$ cat config.mk
export PLATFORM = sky130hd
export DESIGN_NAME = keypad_operand_loader
export DESIGN_NICKNAME = d
export VERILOG_FILES = /design/src/rtl/keypad_pkg.sv /design/src/rtl/key_edge_detect.sv /design/src/rtl/keypad_operand_loader.sv
export SDC_FILE = /design/constraint.sdc
export NUM_CORES = 1
export LEC_CHECK = 0
export CORE_MARGIN = 10
export CORE_UTILIZATION = 65
export CTS_CLUSTER_SIZE = 8
export DETAILED_ROUTE_END_ITERATION = 7
export DONT_BUFFER_PORTS = 1
export PLACE_DENSITY = 0.85
export REMOVE_ABC_BUFFERS = 1
export SKIP_CTS_REPAIR_TIMING = 1
export SLEW_MARGIN = 15
export SYNTH_ARGS = -nofsm -noshare
export SYNTH_HDL_FRONTEND = slang
export SYNTH_SLANG_ARGS = --single-unit
$ cat constraint.sdc
create_clock -name clk -period 5.53 [get_ports clk]
set_clock_uncertainty 0.1 [all_clocks]
set_input_delay 1.106 -clock clk [delete_from_list [all_inputs] [get_ports clk]]
set_output_delay 1.106 -clock clk [all_outputs]
set_load 0.02 [all_outputs]
$ cat src/rtl/keypad_pkg.sv
// Shared types and helpers for the keypad operand loader: FSM states, special key codes
// and the BCD-to-binary conversion used when an operand is committed.
package keypad_pkg;

    typedef enum logic [1:0] {
        S_A    = 2'd0,
        S_B    = 2'd1,
        S_WAIT = 2'd2
    } state_t;

    localparam logic [3:0] KEY_ENTER = 4'hA;
    localparam logic [3:0] KEY_BKSP  = 4'hB;
    localparam logic [3:0] KEY_CLEAR = 4'hC;

    // Largest supported entry; narrower entries are zero-extended before conversion.
    localparam int MAX_DIGITS = 4;
    localparam int MAX_BIN_W  = 14;

    function automatic logic is_digit(input logic [3:0] code);
        return (code <= 4'd9);
    endfunction

    // Horner evaluation, most significant digit first; unused upper digits are zero.
    function automatic logic [MAX_BIN_W-1:0] bcd_to_bin(input logic [4*MAX_DIGITS-1:0] bcd);
        logic [MAX_BIN_W-1:0] acc;
        acc = '0;
        for (int i = MAX_DIGITS - 1; i >= 0; i--) begin
            acc = MAX_BIN_W'(acc * MAX_BIN_W'(10)) + MAX_BIN_W'(bcd[4*i +: 4]);
        end
        return acc;
    endfunction

endpackage

$ cat src/rtl/key_edge_detect.sv
// Rising-edge detector for the debounced key level. The history flop resets high so a key
// already held when reset is released is not reported as a new press.
module key_edge_detect (
    input  logic clk,
    input  logic n_reset,
    input  logic level,
    output logic rise
);

    logic level_q;

    always_ff @(posedge clk or negedge n_reset) begin
        if (!n_reset) begin
            level_q <= 1'b1;
        end else begin
            level_q <= level;
        end
    end

    assign rise = level & ~level_q;

endmodule

$ cat src/rtl/keypad_operand_loader.sv
// Collects two decimal operands from keypad presses and offers them over valid/ready.
// Define BACKSPACE_EN to make key 0xB delete the most recently typed digit.
module keypad_operand_loader
    import keypad_pkg::*;
#(
    parameter int DIGITS = 2,
    parameter int OP_W   = 8
) (
    input  logic                  clk,
    input  logic                  n_reset,
    input  logic                  key_valid,
    input  logic [3:0]            key_code,
    output logic [OP_W-1:0]       op_a,
    output logic [OP_W-1:0]       op_b,
    output logic                  op_valid,
    input  logic                  op_ready,
    output logic [4*DIGITS-1:0]   entry_bcd,
    output logic [2:0]            digit_cnt,
    output logic                  phase_b,
    output logic                  overflow
);

    localparam int EW = 4 * DIGITS;

`ifdef BACKSPACE_EN
    localparam bit BKSP_EN = 1'b1;
`else
    localparam bit BKSP_EN = 1'b0;
`endif

    logic                 press;
    state_t               state_q;
    logic [OP_W-1:0]      op_a_q;
    logic [OP_W-1:0]      op_b_q;
    logic                 op_valid_q;
    logic [EW-1:0]        entry_q;
    logic [2:0]           digit_cnt_q;
    logic                 phase_b_q;
    logic                 overflow_q;

    logic [EW+3:0]        entry_shift_d;
    logic [EW-1:0]        entry_push_d;
    logic [4*MAX_DIGITS-1:0] entry_wide_d;
    logic [MAX_BIN_W-1:0] entry_bin_d;
    logic [OP_W-1:0]      entry_val_d;
    logic                 entry_full_d;

    key_edge_detect u_edge (
        .clk     (clk),
        .n_reset (n_reset),
        .level   (key_valid),
        .rise    (press)
    );

    // New digit enters at the least significant position, older digits move up.
    assign entry_shift_d = {entry_q, key_code};
    assign entry_push_d  = entry_shift_d[EW-1:0];
    assign entry_wide_d  = (4*MAX_DIGITS)'(entry_q);
    assign entry_bin_d   = bcd_to_bin(entry_wide_d);
    assign entry_val_d   = OP_W'(entry_bin_d);
    assign entry_full_d  = (digit_cnt_q >= 3'(DIGITS));

    always_ff @(posedge clk or negedge n_reset) begin
        if (!n_reset) begin
            state_q     <= S_A;
            op_a_q      <= '0;
            op_b_q      <= '0;
            op_valid_q  <= 1'b0;
            entry_q     <= '0;
            digit_cnt_q <= 3'd0;
            phase_b_q   <= 1'b0;
            overflow_q  <= 1'b0;
        end else begin
            overflow_q <= 1'b0;
            case (state_q)
                S_A, S_B: begin
                    if (press) begin
                        if (is_digit(key_code)) begin
                            if (entry_full_d) begin
                                overflow_q <= 1'b1;
                            end else begin
                                entry_q     <= entry_push_d;
                                digit_cnt_q <= digit_cnt_q + 3'd1;
                            end
                        end else if (key_code == KEY_ENTER) begin
                            // An empty entry is not committed as a zero operand.
                            if (digit_cnt_q != 3'd0) begin
                                entry_q     <= '0;
                                digit_cnt_q <= 3'd0;
                                if (state_q == S_A) begin
                                    op_a_q    <= entry_val_d;
                                    state_q   <= S_B;
                                    phase_b_q <= 1'b1;
                                end else begin
                                    op_b_q     <= entry_val_d;
                                    state_q    <= S_WAIT;
                                    op_valid_q <= 1'b1;
                                end
                            end
                        end else if (key_code == KEY_CLEAR) begin
                            entry_q     <= '0;
                            digit_cnt_q <= 3'd0;
                            op_a_q      <= '0;
                            op_b_q      <= '0;
                            state_q     <= S_A;
                            phase_b_q   <= 1'b0;
                        end else if (BKSP_EN && (key_code == KEY_BKSP)) begin
                            if (digit_cnt_q != 3'd0) begin
                                entry_q     <= entry_q >> 4;
                                digit_cnt_q <= digit_cnt_q - 3'd1;
                            end
                        end
                    end
                end
                S_WAIT: begin
                    // Keys are deliberately ignored here so the offered operands stay stable.
                    if (op_ready) begin
                        op_valid_q <= 1'b0;
                        state_q    <= S_A;
                        phase_b_q  <= 1'b0;
                    end
                end
                default: begin
                    state_q <= S_A;
                end
            endcase
        end
    end

    assign op_a      = op_a_q;
    assign op_b      = op_b_q;
    assign op_valid  = op_valid_q;
    assign entry_bcd = entry_q;
    assign digit_cnt = digit_cnt_q;
    assign phase_b   = phase_b_q;
    assign overflow  = overflow_q;

endmodule

## Yosys cells after proc, flatten, opt, wreduce, memory -nomap -nowiden

Index checks and enable logic that the tools add are counted.

- Add/sub/neg operators: 2
- $mul: 1
- Order comparisons: 2
- Equality and inequality tests: 18
- Mux-type cells: 42
- Bitwise logic cells: 3
- Reductions and logical operators: 12

Operator list:

| cell | number |
|---|---|
| two-way mux 8 bit | 11 |
| two-way mux 1 bit | 16 |
| != test 2 bit (second input constant) | 8 |
| two-way mux 3 bit | 5 |
| two-way mux 2 bit | 7 |
| AND reduction 7 bit | 2 |
| AND reduction 6 bit | 2 |
| AND reduction 5 bit | 2 |
| != test 3 bit (second input constant) | 3 |
| adder 8 x 4 -> 8 bit | 1 |
| == test 4 bit (second input constant) | 2 |
| multiplier 4 x 3 -> 7 bit (second input constant) | 1 |
| nonzero test 3 bit | 2 |
| less-or-equal comparator 4 bit (second input constant) | 1 |
| != test 2 x 1 -> 1 bit (second input constant) | 2 |
| one-hot mux 1 bit (2 select lines) | 2 |
| one-hot mux 2 bit (2 select lines) | 1 |
| nonzero test 2 bit | 2 |
| adder 3 x 1 -> 3 bit (second input constant) | 1 |
| greater-or-equal comparator 3 x 2 -> 1 bit (second input constant) | 1 |
| != test 3 x 2 -> 1 bit (second input constant) | 1 |
| == test 2 x 1 -> 1 bit (second input constant) | 1 |
| == test 2 bit (second input constant) | 1 |
| logical NOT 2 bit | 1 |
| 3 further kinds | 4 |

- Register bits after elaboration: 33
- Word-level logic and storage cells: 89

## Depth between registers and ports, before layout

- Word-level depth: 7
- Mapped depth: 8
- Depth with buffers taken out: 8

## Modules after synthesis

Synthesis repeated with hierarchy kept, for this count alone.

- Cell total of the unflattened synthesis: 157
- Area, all modules: 1853.0 um2

By module, submodules not included:

| module | instances | cells an instance | area an instance (um2) |
|---|---|---|---|
| keypad_operand_loader | 1 | 155 | 1813.0 |
| key_edge_detect | 1 | 2 | 40.0 |

## Least setup slack after synthesis

Ideal clock, no wire load.

- Kind: input to register
- From: input port key_code[0]
- To: register op_a_q[0] (netlist: op_a[0])
- Library setup time: 0.125 ns
- Arrival time: 2.320 ns
- Required time: 5.305 ns
- Slack: 2.985 ns
- Stages on the path: 4
- Buffers on the path: 0
- Path through: nand2b_1 -> or3_4 -> a211oi_4 -> mux2_2

- Longest elaborated chain between the ends: 3
- Elaborated cells on any way between the ends: 9
- Those cells by class: order compare (1); eq/ne (4); mux (1); bitwise (1); reduce/logical (2)

Ends and longest elaborated chain:

| element | RTL line | source |
|---|---|---|
| from (decl) | keypad_operand_loader.sv:12 | `input logic [3:0] key_code,` |
| less-or-equal comparator 4 bit, or another cell as far along | keypad_pkg.sv:20 | `return (code <= 4'd9);` |
| NOT 1 bit (no source line), or another cell as far along | - |  |
| AND reduction 6 bit (no source line) | - |  |
| to (signal assigned) | keypad_operand_loader.sv:91 | `op_a_q <= entry_val_d;` |
| to (decl) | keypad_operand_loader.sv:33 | `logic [OP_W-1:0] op_a_q;` |

Parallel ways exist; a longest one is shown, timed or not.
A chain may end at the register's enable or synchronous reset.

## Final worst setup path

- From: register entry_q[7] (netlist: entry_bcd[7])
- To: register op_b_q[7] (netlist: op_b[7])

- Longest elaborated chain between the ends: 5

Ends and longest elaborated chain:

| element | RTL line | source |
|---|---|---|
| from (decl) | keypad_operand_loader.sv:36 | `logic [EW-1:0] entry_q;` |
| from (signal assigned) | keypad_operand_loader.sv:82 | `entry_q <= entry_push_d;` |
| from (signal assigned) | keypad_operand_loader.sv:109 | `entry_q <= entry_q >> 4;` |
| multiplier 4 x 3 -> 7 bit | keypad_pkg.sv:28 | `acc = MAX_BIN_W'(acc * MAX_BIN_W'(10)) + MAX_BIN_W'(bcd[4*i +: 4]);` |
| adder 8 x 4 -> 8 bit | keypad_pkg.sv:28 |  |
| two-way mux 8 bit | keypad_operand_loader.sv:90 | `if (state_q == S_A) begin` |
| two-way mux 8 bit | keypad_operand_loader.sv:87 | `if (digit_cnt_q != 3'd0) begin` |
| two-way mux 8 bit | keypad_operand_loader.sv:85 | `end else if (key_code == KEY_ENTER) begin` |
| to (signal assigned) | keypad_operand_loader.sv:95 | `op_b_q <= entry_val_d;` |
| to (decl) | keypad_operand_loader.sv:34 | `logic [OP_W-1:0] op_b_q;` |

No other way between the ends. The select of a mux whose other input is x is not followed.

==> run_results.csv <==
group,metric,value,unit
status,status,"finished clean",
yosys,synth-async-reset-ratio,1.00,
sta,setup_tns,0,ns
sta,hold_viol,0,
global_route,grt_use_met3,0.0844,
routing,vias,1226,
routing,drt_first_pass_iters,4,
routing,wl_per_cell,19.2,um
global_route,busiest_layer,"met2",
sta,slew_headroom,0.695,
yosys,synthCells,158,
clock_tree,cts_tree,"done",
placement,gp_congestion,0.840,
setup_path,startpoint_type,"flop",
floorplanning,die_w,72.8,um
clock_tree,htreeDepth,2,
global_route,grt_pass1_wl,6.47,mm
clock_tree,root_buffer,"clkbuf_4",
global_route,grt_start_max_net_pins,34,
sta,rsz0062_at_grt,"no",
floorplanning,pin_count,38,
yosys,syn_avg_cell_area,11.5,um2
sta,fmax,0.367,GHz
yosys,ys_types,38,
run,maxCapViolations,0,
setup_path,cp_common_cell,"ha_1",
global_route,grt_use_total,0.154,
finish,num_antenna_cells,0,
clock_tree,clock_sinks,33,
floorplanning,dieHeight,72.8,um
clock_tree,cts.path.max_buffers,2,
power,p_per_area,457,nW/um2
global_route,overflow,0,
setup_path,critPathMaxStageDelay,0.59,ns
floorplanning,row_count,19,
placement,io_buffers,0,
yosys,netlist_area,1810,um2
global_route,antenna_found_initial,0,
setup_path,critPathCaptureType,"flop",
setup_path,worstPathRequired,5.67,ns
routing,drt_iter0_markers,67,
yosys,ys_seq_area_frac,0.456,
sta,final.period_utilization,0.493,
yosys,yosysWarnings,0,
routing,wirelength,3.75,mm
global_route,met2_usage,0.238,
floorplanning,start_util,0.669,
routing,drc,0,
finish,final_layout_size_suffix_gt1_frac,0.183,
finish,final_nets,186,
clock_tree,clkTransAtPathRegs,0.11,ns
yosys,synth-edff-count,0,
setup_path,slowest_stage,"dfrtp_1",
placement,placed_cell_area,1840,um2
floorplanning,coreArea,2710,um2
setup_path,crit_type,"flop to flop",
routing,ant_nets,0,
routing,viasPerCell,6.29,
setup_path,cp_data_arrival_time,2.87,ns
yosys,ys_seq_elements,33,
setup_path,path_cells,"ha_1 -> ha_1 -> fa_1 -> nand2_1 -> o311ai_0 -> a21oi_1 -> mux2_4",
global_route,grt_pass1_vias,1322,
finish,area_growth,7.18,%
sta,whs,0.339,ns
floorplanning,die_area,5300,um2
sta,worst_pin_slew,0.451,ns
yosys,synth_ff_type,"dfrtp_1",
finish,n_fill_cell,203,
sta,min_period,2.73,ns
finish,final_util,0.717,
clock_tree,numCtsBuffers,5,
power,peakVddDrop,0.000364,V
power,leakage,0.957,nW
worst_hold_path,hold_class,"primary input to asynchronous set/reset pin",
sta,maxSlewViolCount,0,
placement,hpwl,2.98,mm
power,total_power,0.000888,W
sta,finalSetupViolCount,0,
clock_tree,clk_latency,0.34,ns
finish,fin_area,1940,um2
global_route,use_met1,0.174,
setup_path,path_max_fanout,7,
power breakdown:
| part | switching, W | total (W) | internal, W |
|---|---|---|---|
| registers | 0.000134 | 0.000424 | 0.000290 |
| logic | 0.000120 | 0.000239 | 0.000119 |
| clock network | 0.0000846 | 0.000224 | 0.000140 |
| total | 0.000339 | 0.000888 | 0.000549 |
through the flow:
step           setup WS (ns)  instances
2_1_floorplan           2.82        155
3_3_place_gp            2.84        187
3_5_place_dp            2.80        187
4_1_cts                 2.81        195
5_1_grt                 2.70        195
6_report                2.80        195
registers in the layout, summed over array words and instances, names as in the netlist:
signal	count
op_a	8
entry_bcd	8
digit_cnt	3
phase_b	1
op_b	8
op_valid	1
overflow	1
u_edge.level_q	1
state_q	2
layout make-up:
cell class,instances,area (um2),area share
Sequential cell,33,827,0.426
Clock inverter,3,65.1,0.0335
Clock buffer,5,37.5,0.0193
Timing Repair Buffer,1,7.51,0.00386
Inverter,7,26.3,0.0135
Tap cell,31,38.8,0.0200
Multi-Input combinational cell,115,941,0.484
kinds of logic (layout without fill, tap and decap cells):
family	count (synthesis)	count (layout)	synth area share
adders and majority gates	15	15	0.112
muxes	15	15	0.108
DFF	33	33	0.456
buffers and inverters	10	16	0.0248
AOI/OAI and AO/OA	37	37	0.146
xor gates and xnor gates	5	5	0.0242
and+or+nand+nor	43	43	0.130
cells in the mapped netlist (2+ instances only):
| master | n | area, um2 |
|---|---|---|
| nor3_1 | 2 | 10.0 |
| mux2_4 | 7 | 105 |
| clkbuf_1 | 2 | 7.51 |
| xor2_1 | 2 | 17.5 |
| ha_1 | 13 | 163 |
| a21oi_1 | 8 | 40.0 |
| o21ai_0 | 8 | 40.0 |
| a21o_1 | 2 | 15.0 |
| dfrtp_1 | 32 | 801 |
| nand2_1 | 6 | 22.5 |
| nor2b_1 | 5 | 31.3 |
| nand2b_1 | 4 | 25.0 |
| fa_1 | 2 | 40.0 |
| a22o_1 | 10 | 87.6 |
| o31ai_1 | 2 | 15.0 |
| xnor2_1 | 3 | 26.3 |
| inv_1 | 7 | 26.3 |
| nor2_1 | 12 | 45.0 |
| and2_1 | 3 | 18.8 |
| nand3_1 | 2 | 10.0 |
| o22ai_1 | 2 | 12.5 |
| mux2_2 | 8 | 90.1 |
per-layer routing:
metal / wire length, um / share of wire
met1: 1490 / 0.40
met2: 1730 / 0.46
met3: 453 / 0.12
met4: 72 / 0.019
met5: 0 / 0
placed cells by master (no fill, tap or decap), drive strengths merged, types with 3 or more instances in the layout:
cell type and n:
nor2 13, clkbuf 5, ha 13, mux2 15, inv 7, xnor2 3, and2 3, nand2b 4
a22o 10, nor2b 5, o21ai 8, a21oi 8, dfrtp 32, nand2 6
worst max-delay path: cells and delay by family (launching register included):
| kind | cells | cell delay [ns] |
|---|---|---|
| flops | 1 | 0.59 |
| mux | 1 | 0.28 |
| fa+ha+maj | 3 | 1.08 |
| simple gates | 1 | 0.10 |
| compound gates | 2 | 0.47 |
worst paths after layout:
| kind | from | endpoint | slack, ns | depth (start not counted) |
|---|---|---|---|---|
| min in group clk | state_q[1]$_DFFE_PN0P_ | state_q[1]$_DFFE_PN0P_ | 0.53 | 2 |
| max in group asynchronous | n_reset | u_edge.level_q$_DFF_PN1_ | 4.81 | 0 |
| min reg2reg | state_q[1]$_DFFE_PN0P_ | state_q[1]$_DFFE_PN0P_ | 0.53 | 2 |
| min | n_reset | op_b[1]$_DFFE_PN0P_ | 0.34 | 0 |
| max reg2reg | entry_bcd[7]$_DFFE_PN0P_ | op_b[7]$_DFFE_PN0P_ | 2.80 | 7 |
| max | entry_bcd[7]$_DFFE_PN0P_ | op_b[7]$_DFFE_PN0P_ | 2.80 | 7 |
Power figures use the tool's default switching activity.
